**src/rtl/dp_pkg.sv**
```systemverilog
// Shared definitions for the execution datapath: ALU opcodes and the
// memory-clear FSM encoding.
package dp_pkg;

  localparam logic [3:0] OP_ADD  = 4'h0;
  localparam logic [3:0] OP_SUB  = 4'h1;
  localparam logic [3:0] OP_AND  = 4'h2;
  localparam logic [3:0] OP_OR   = 4'h3;
  localparam logic [3:0] OP_XOR  = 4'h4;
  localparam logic [3:0] OP_NOT  = 4'h5;
  localparam logic [3:0] OP_SHL  = 4'h6;
  localparam logic [3:0] OP_SHR  = 4'h7;
  localparam logic [3:0] OP_INC  = 4'h8;
  localparam logic [3:0] OP_DEC  = 4'h9;
  localparam logic [3:0] OP_MUL  = 4'hA;
  localparam logic [3:0] OP_LT   = 4'hB;
  localparam logic [3:0] OP_EQ   = 4'hC;
  localparam logic [3:0] OP_PASA = 4'hD;
  localparam logic [3:0] OP_PASB = 4'hE;
  localparam logic [3:0] OP_NOP  = 4'hF;

  typedef enum logic {
    ST_CLEAR = 1'b0,
    ST_RUN   = 1'b1
  } state_t;

endpackage

```
**src/rtl/alu_core.sv**
```systemverilog
// Purely combinational ALU: (a, b, opcode) -> (y, carry). Carry reports
// carry-out for ADD/INC and borrow for SUB/DEC; it is 0 for every other op.
module alu_core
  import dp_pkg::*;
#(
  parameter int W = 8
) (
  input  logic [W-1:0] a,
  input  logic [W-1:0] b,
  input  logic [3:0]   opcode,
  output logic [W-1:0] y,
  output logic         carry
);

  logic [W:0]     sum;
  logic [W:0]     diff;
  logic [W:0]     inc;
  logic [W:0]     dec;
  logic [2*W-1:0] prod;

  // One extra bit on each arithmetic path holds the carry/borrow.
  assign sum  = {1'b0, a} + {1'b0, b};
  assign diff = {1'b0, a} - {1'b0, b};
  assign inc  = {1'b0, a} + {{W{1'b0}}, 1'b1};
  assign dec  = {1'b0, a} - {{W{1'b0}}, 1'b1};
  assign prod = {{W{1'b0}}, a} * {{W{1'b0}}, b};

  always_comb begin
    y     = '0;
    carry = 1'b0;
    case (opcode)
      OP_ADD:  begin y = sum[W-1:0];  carry = sum[W];  end
      OP_SUB:  begin y = diff[W-1:0]; carry = diff[W]; end
      OP_AND:  y = a & b;
      OP_OR:   y = a | b;
      OP_XOR:  y = a ^ b;
      OP_NOT:  y = ~a;
      OP_SHL:  y = a << b[2:0];
      OP_SHR:  y = a >> b[2:0];
      OP_INC:  begin y = inc[W-1:0];  carry = inc[W];  end
      OP_DEC:  begin y = dec[W-1:0];  carry = dec[W];  end
      OP_MUL:  y = prod[W-1:0];
      OP_LT:   y = {{(W-1){1'b0}}, (a < b)};
      OP_EQ:   y = {{(W-1){1'b0}}, (a == b)};
      OP_PASA: y = a;
      OP_PASB: y = b;
      default: y = a;
    endcase
  end

endmodule

```
**src/rtl/exec_datapath.sv**
```systemverilog
// Execution datapath: ALU, synchronous data memory and result mux driven by
// the control unit on fixed latencies. Optional macro DP_WRITE_FWD_EN.
module exec_datapath
  import dp_pkg::*;
#(
  parameter int DATA_WIDTH = 8,
  parameter int ADDR_BITS  = 5
) (
  input  logic                  clk,
  input  logic                  rst,
  input  logic [DATA_WIDTH-1:0] operand1,
  input  logic [DATA_WIDTH-1:0] operand2,
  input  logic [DATA_WIDTH-1:0] offset,
  input  logic [3:0]            opcode,
  input  logic                  sel1,
  input  logic                  sel3,
  input  logic                  w_r,
  output logic [DATA_WIDTH-1:0] result2,
  output logic                  zero,
  output logic                  carry,
  output logic                  ready,
  output state_t                state_dbg
);

  localparam int DEPTH = 1 << ADDR_BITS;
  localparam logic [ADDR_BITS-1:0] LAST_ADDR = ADDR_BITS'(DEPTH - 1);

  state_t                 state;
  state_t                 state_n;
  logic                   clearing;
  logic [ADDR_BITS-1:0]   clr_addr;
  logic [DATA_WIDTH-1:0]  mem [DEPTH];
  logic [DATA_WIDTH-1:0]  alu_q;
  logic [DATA_WIDTH-1:0]  mem_q;
  logic [DATA_WIDTH-1:0]  alu_b;
  logic [DATA_WIDTH-1:0]  alu_y;
  logic                   alu_c;
  logic [ADDR_BITS-1:0]   mem_addr;
  logic [DATA_WIDTH-1:0]  rd_data;

  // There is no handshake with the CU: ready=1 only says the memory clear
  // sweep has finished; after that every input is consumed on every edge.

  always_ff @(posedge clk) begin
    if (rst) state <= ST_CLEAR;
    else     state <= state_n;
  end

  always_comb begin
    state_n = state;
    case (state)
      ST_CLEAR: if (clr_addr == LAST_ADDR) state_n = ST_RUN;
      ST_RUN:   state_n = ST_RUN;
      default:  state_n = ST_CLEAR;
    endcase
  end

  always_comb begin
    clearing  = (state == ST_CLEAR);
    ready     = (state == ST_RUN);
    state_dbg = state;
  end

  always_ff @(posedge clk) begin
    if (rst)           clr_addr <= '0;
    else if (clearing) clr_addr <= clr_addr + 1'b1;
  end

  assign alu_b = sel3 ? offset : operand2;

  alu_core #(.W(DATA_WIDTH)) u_alu (
    .a      (operand1),
    .b      (alu_b),
    .opcode (opcode),
    .y      (alu_y),
    .carry  (alu_c)
  );

  // Memory is addressed by the registered ALU result; upper bits wrap away.
  assign mem_addr = alu_q[ADDR_BITS-1:0];

`ifdef DP_WRITE_FWD_EN
  assign rd_data = w_r ? operand2 : mem[mem_addr];
`else
  assign rd_data = mem[mem_addr];
`endif

  always_ff @(posedge clk) begin
    if (!rst) begin
      if (clearing)  mem[clr_addr] <= '0;
      else if (w_r)  mem[mem_addr] <= operand2;
    end
  end

  always_ff @(posedge clk) begin
    if (rst || clearing) begin
      alu_q <= '0;
      mem_q <= '0;
      zero  <= 1'b0;
      carry <= 1'b0;
    end else begin
      mem_q <= rd_data;
      if (opcode != OP_NOP) begin
        alu_q <= alu_y;
        zero  <= (alu_y == '0);
        carry <= alu_c;
      end
    end
  end

  assign result2 = sel1 ? alu_q : mem_q;

endmodule
```
**config.mk**
```make
export PLATFORM = sky130hd
export DESIGN_NAME = exec_datapath
export DESIGN_NICKNAME = d
export VERILOG_FILES = /design/src/rtl/dp_pkg.sv /design/src/rtl/alu_core.sv /design/src/rtl/exec_datapath.sv
export SDC_FILE = /design/constraint.sdc
export NUM_CORES = 1
export LEC_CHECK = 0
export CORE_UTILIZATION = 58
export DETAILED_ROUTE_END_ITERATION = 8
export DONT_BUFFER_PORTS = 1
export PLACE_DENSITY_LB_ADDON = 0.05
export SKIP_CTS_REPAIR_TIMING = 1
export SYNTH_ARGS = -nofsm -noshare
export SYNTH_HDL_FRONTEND = slang
export SYNTH_HIERARCHICAL = 1
export SYNTH_SLANG_ARGS = --single-unit
```
**constraint.sdc**
```tcl
create_clock -name clk -period 6.56 [get_ports clk]
set_clock_uncertainty 0.15 [all_clocks]
set_input_delay 1.64 -clock clk [delete_from_list [all_inputs] [get_ports clk]]
set_output_delay 1.64 -clock clk [all_outputs]
set_load 0.02 [all_outputs]
```
---- Word-level counts from Yosys, hierarchy flattened ----
Memories as Yosys holds them, arrays and structs flattened. A register that Yosys moved wholly into a read port is not among the register bits.
Cells that the tools add are included.
operators by class
  $add $sub $neg .......................... 5
  multiply operators ...................... 1
  $lt $le $gt $ge ......................... 1
  equal/unequal tests ..................... 16
  shift-type cells ........................ 2
  mux-type cells .......................... 16
  bitwise logic cells ..................... 5
  reduce and logical (&&, ||, !) cells .... 4
operators by type and width
  kind                                                  count
  one-hot mux 8 bit (14 select lines)                   1
  equality test 4 bit (second input constant)           6
  2-to-1 mux 8 bit                                      3
  equality test 4 x 3 -> 1 bit (second input constant)  4
  adder 8 x 1 -> 9 bit (second input constant)          1
  adder 8 x 8 -> 9 bit                                  1
  2-to-1 mux 1 bit                                      9
  subtractor 8 x 1 -> 9 bit (second input constant)     1
  subtractor 8 x 8 -> 9 bit                             1
  bitwise AND 8 bit                                     1
  equality test 4 x 2 -> 1 bit (second input constant)  2
  equality test 8 bit                                   1
  zero test 8 bit                                       1
  less-than comparator 8 bit                            1
  multiplier 8 x 8 -> 8 bit                             1
  inverter 8 bit                                        1
  bitwise OR 8 bit                                      1
  OR reduction 8 bit                                    1
  << shifter 8 x 3 -> 8 bit                             1
  >> shifter 8 x 3 -> 8 bit                             1
  bitwise XOR 8 bit                                     1
  adder 5 x 1 -> 5 bit (second input constant)          1
  equality test 5 bit (second input constant)           1
  2-to-1 mux 5 bit                                      1
  7 further kinds                                       7
word-level totals
  register bits after elaboration ......... 16
  bits in writable memories ............... 256
  input bits .............................. 33
  logic and storage cells ................. 56
  memories kept ........................... 1
memories
  memory  depth  width  rd ports  clocked after memory_dff  wr ports  line                 RTL
  mem     32     8      1         1                         1         exec_datapath.sv:32  logic [DATA_WIDTH-1:0] mem [DEPTH];

---- Depth between registers and ports, before layout ----
  depth after elaboration ................. 6
  gate-level depth with buffers ........... 23

---- Cells and area by module ----
The synthesis kept the hierarchy.
modules (own cells, without submodules)
  module         times used  cells an instance  area each (sq um)  sequential area each (sq um)
  exec_datapath  1           591                11164.5            8167.8
  alu_core       1           460                3155.5             0.0

---- Worst setup path after synthesis ----
Ideal clock, no wire load.
  kind .................................... input -> register
  from .................................... in sel3
  to ...................................... reg zero
  arrival time ............................ 6.305 ns
  data required time ...................... 6.340 ns
  slack ................................... 0.035 ns
  stages on the path ...................... 21
  buffers on the path ..................... 3
  cell sequence ........................... clkbuf_1 > mux2_2 > clkbuf_1 > clkbuf_1 > nand2_1 > fa_1 > fa_1 > inv_1 > fa_1 > inv_1 > fa_1 > inv_1 > ha_1 > a21oi_1 > xnor2_1 > xnor2_1 > a211oi_1 > a31oi_1 > nor4_1 > nand3_1 > a21oi_1
on the way
  longest elaborated chain between the ends .. 4
  elaborated cells on any way between the ends .. 13
RTL lines
  what                                                     line                  RTL
  start: declaration                                       exec_datapath.sv:16   input logic sel3,
  2-to-1 mux 8 bit *                                       exec_datapath.sv:69   assign alu_b = sel3 ? offset : operand2;
  net alu_b[2]                                             exec_datapath.sv:35   logic [DATA_WIDTH-1:0] alu_b;
  multiplier 8 x 8 -> 8 bit, or another cell as far along  alu_core.sv:26        assign prod = {{W{1'b0}}, a} * {{W{1'b0}}, b};
  one-hot mux 8 bit (14 select lines) *                    alu_core.sv:31        case (opcode)
  net alu_y[7]                                             exec_datapath.sv:36   logic [DATA_WIDTH-1:0] alu_y;
  zero test 8 bit *                                        exec_datapath.sv:105  zero <= (alu_y == '0);
  end signal: assignment                                   exec_datapath.sv:105
  end: declaration                                         exec_datapath.sv:19   output logic zero,
Mark *: on every way through the listed nets, which the timed path passes. The rest lies on a longest branch.
A chain may end at the register's enable or synchronous reset.

---- Final worst setup path ----
  from .................................... in sel3
  to ...................................... reg zero
on the way
  longest elaborated chain between the ends .. 4
  elaborated cells on any way between the ends .. 13
RTL lines
  what                                                     line
  2-to-1 mux 8 bit *                                       exec_datapath.sv:69
  multiplier 8 x 8 -> 8 bit, or another cell as far along  alu_core.sv:26
  one-hot mux 8 bit (14 select lines) *                    alu_core.sv:31
  net alu_y[7]                                             exec_datapath.sv:36
  zero test 8 bit *                                        exec_datapath.sv:105
Marks and branches as above.

==> impl_metrics.toml <==
[outcome]
status = "finished clean"

[yosys]
ys_ff_latch = 280
synth_top_area_cell = "edfxtp_1"
synth-edff-count = 256
synthArstFlopShare = 0
syn_area_per_cell_um2 = 13.6
synth_cell_types = 68
syn_nets = 1143
synth_ff_type = "edfxtp_1"
synth_top_area_frac = 0.537
synthCells = 1051
synth-seq-area-share = 0.570
synth_area_leaders = "edfxtp_1 54%, mux4_2 9.9%, ha_1 3.9%"
ys_warn_count = 6
syn-cell-area_um2 = 14300

[worst_setup_path]
rr_endpoint = "mem_q[1]$_SDFF_PP0_"
worstReg2RegStart = "alu_q[0]$_SDFFE_PP0P_"
cp_slowest_cell = "fa_1"
critical_path_required_ns = 6.88
worst-path-max-fanout = 9
max_stage_delay_ns = 0.52
ff2ff_setup_slack_ns = 3.34
crit_chain = "mux2_2 > ha_1 > inv_1 > fa_1 > inv_1 > fa_1 > ha_1 > inv_1 > fa_1 > inv_1 > ha_1 > a21o_1 > a21oi_1 > xnor2_1 > xnor2_1 > a211oi_1 > a31oi_1 > nor4_1 > nand3_1 > a21oi_1"
worstSetupPathType = "input pin to register"
r2r_cells = 5
cp_common_cell = "inv_1"
cp-end-kind = "register"
arrival_ns = 6.19
start_kind = "input pin"

[cts]
cts_buffer_depth = 3
clk_pin_slew_worst_paths_ns = 0.06
htreeDepth = 1
cts_made_buffers = 28
cts_root_buf = "clkbuf_16"
insertion_delay_ns = 0.55
cts_tree = "built"
clock_sinks = 280

[die]
start_util = 0.591
placementRows = 57
die-area_um2 = 25300
die_w_um = 159
io-pin-count = 45
die-height_um = 159
core_area_um2 = 24200

[sta]
rsz0062_at_grt = "no"
worst_slew_pin_slew_ns = 1.16
clock.fmax_mhz = 170
fin_crit_sh = 0.894
tns_ns = 0
slew_headroom = 0.224
finalSetupViolCount = 0
hold_slack_ns = 0.306
hold_violations = 0
drv_slew = 0
min_period_ns = 5.87

[finish]
syn_to_final_growth_pct = 7.83
drive_gt1_frac = 0.145
final_cell_mix = "256 x edfxtp_1, 110 x nor2_1, 71 x nand2_1"
final_common_cell = "edfxtp_1"
diodes = 0
fin_nets = 1125

[power_and_ir_drop]
ir_drop_mv = 0.237
swShare = 0.227
p_seq_frac = 0.493
p_leak_nw = 4.94
powerDensity_nw_per_um2 = 255
switchingPower_mw = 0.891
p_int_mw = 3.04
combPwrFrac = 0.107
clkPwrFrac = 0.401

[global_routing]
grt_usage = 0.281
gr-total-overflow = 0
grt_pass1_vias = 8766
grt_max_degree = 57
grt_pass1_wl_um = 53600
antenna_found_initial = 0

[route]
drt_wl_total_um = 34500
vias = 8800
vias_per_cell = 6.38
ant_nets = 0
route.detailed.drc = 0
drt_iter0_drc = 941
avgRoutedWirePerCell_um = 25.0
drt_pass1_iterations = 6

[flow_run]
cap_viol_max_count = 0

[hold_path]
hold_path.startpoint = "alu_q[6]$_SDFFE_PP0P_"
hold_depth = 2
holdCritPathClass = "register to register"
hold_end = "alu_q[6]$_SDFFE_PP0P_"

[placement]
dp_hpwl_um = 23400
port_buffers = 0
globalplace.congestion = 1.04
how the worst max path moves through the flow:
stage / cells past startpoint / end / slack, ns / start
global route: 20 / zero$_SDFFE_PP0P_ / 0.37 / sel3
finish: 20 / zero$_SDFFE_PP0P_ / 0.69 / sel3
global placement: 20 / zero$_SDFFE_PP0P_ / 0.30 / sel3
CTS: 20 / zero$_SDFFE_PP0P_ / 0.75 / sel3
detailed placement: 20 / zero$_SDFFE_PP0P_ / 0.19 / sel3
floorplan: 21 / zero$_SDFFE_PP0P_ / 0.03 / sel3
metrics by stage:
stage                     power (mW)  cells  utilization  setup WS [ns]  cell area, µm²
after floorplan                 2.29   1051            -         0.0348           14300
after global placement          2.38   1326        0.599          0.298           14500
after detailed placement        2.39   1326        0.599          0.187           14500
after CTS                       3.94   1378        0.637          0.748           15400
after global routing            4.06   1379        0.637          0.375           15400
final                           3.93   1379        0.637          0.694           15400
power by group through the flow:
stage               registers [mW]  logic [mW]  clock network (mW)
floorplan                     1.97       0.318                   0
global placement              1.97       0.408                   0
detailed placement            1.97       0.411                   0
CTS                           1.94       0.413                1.59
global route                  1.94       0.464                1.65
finish                        1.94       0.419                1.58
kinds of logic after synthesis:
group | count (synthesis) | synth area share
muxes | 133 | 0.152
adders and majority gates | 59 | 0.0589
DFF | 280 | 0.570
xor gates and xnor gates | 31 | 0.0190
buffers and inverters | 113 | 0.0356
AOI/OAI and AO/OA | 172 | 0.0810
and+or+nand+nor | 263 | 0.0831
flip-flops by register name (all words and copies together) (netlist names):
register  cells
mem         256
alu_q         8
mem_q         8
clr_addr      5
carry         1
ready         1
zero          1
cell type report:
| cell class | count | area (µm²) |
|---|---|---|
| Clock inverter | 11 | 139 |
| Inverter | 49 | 184 |
| Timing Repair Buffer | 16 | 118 |
| Fill cell | 1809 | 8810 |
| Multi-Input combinational cell | 658 | 5640 |
| Tap cell | 324 | 405 |
| Sequential cell | 280 | 8170 |
| Clock buffer | 41 | 779 |
Yosys cell counts, types with 5 or more instances:
cell	instances
a22oi_1	11
o221ai_1	5
fa_1	14
a21o_1	7
inv_2	9
a221o_1	11
nor3_1	13
a221oi_1	11
a31oi_1	20
mux2_2	20
nand2b_1	16
nand4_1	5
xor2_1	9
o21ai_0	16
o21ai_1	14
inv_1	39
nor2b_1	6
clkbuf_1	39
xnor2_1	22
ha_1	45
buf_1	6
dfxtp_1	24
mux2i_1	48
a21oi_1	43
mux4_2	63
nand3_1	11
buf_2	10
nand2_1	71
edfxtp_1	256
and3_1	11
nor2_1	110
routing by layer:
layer	vias up	track usage	wire [µm]	part of all wire
met1	4394	0.408	15000	0.43
met2	340	0.445	16200	0.47
met3	72	0.0349	2200	0.064
met5	-	0	0	0
li1	3994	-	-	-
met4	0	0.0931	1140	0.033
worst max-delay path, delay by kind of cell:
family	cells	cell delay, ns
adder cells (fa/ha/maj)	6	2.21
AO/OA/AOI/OAI	5	0.98
AND/OR/NAND/NOR	2	0.39
multiplexers	1	0.38
XOR/XNOR	2	0.31
buffers and inverters	4	0.27
Power figures use the tool's default switching activity.
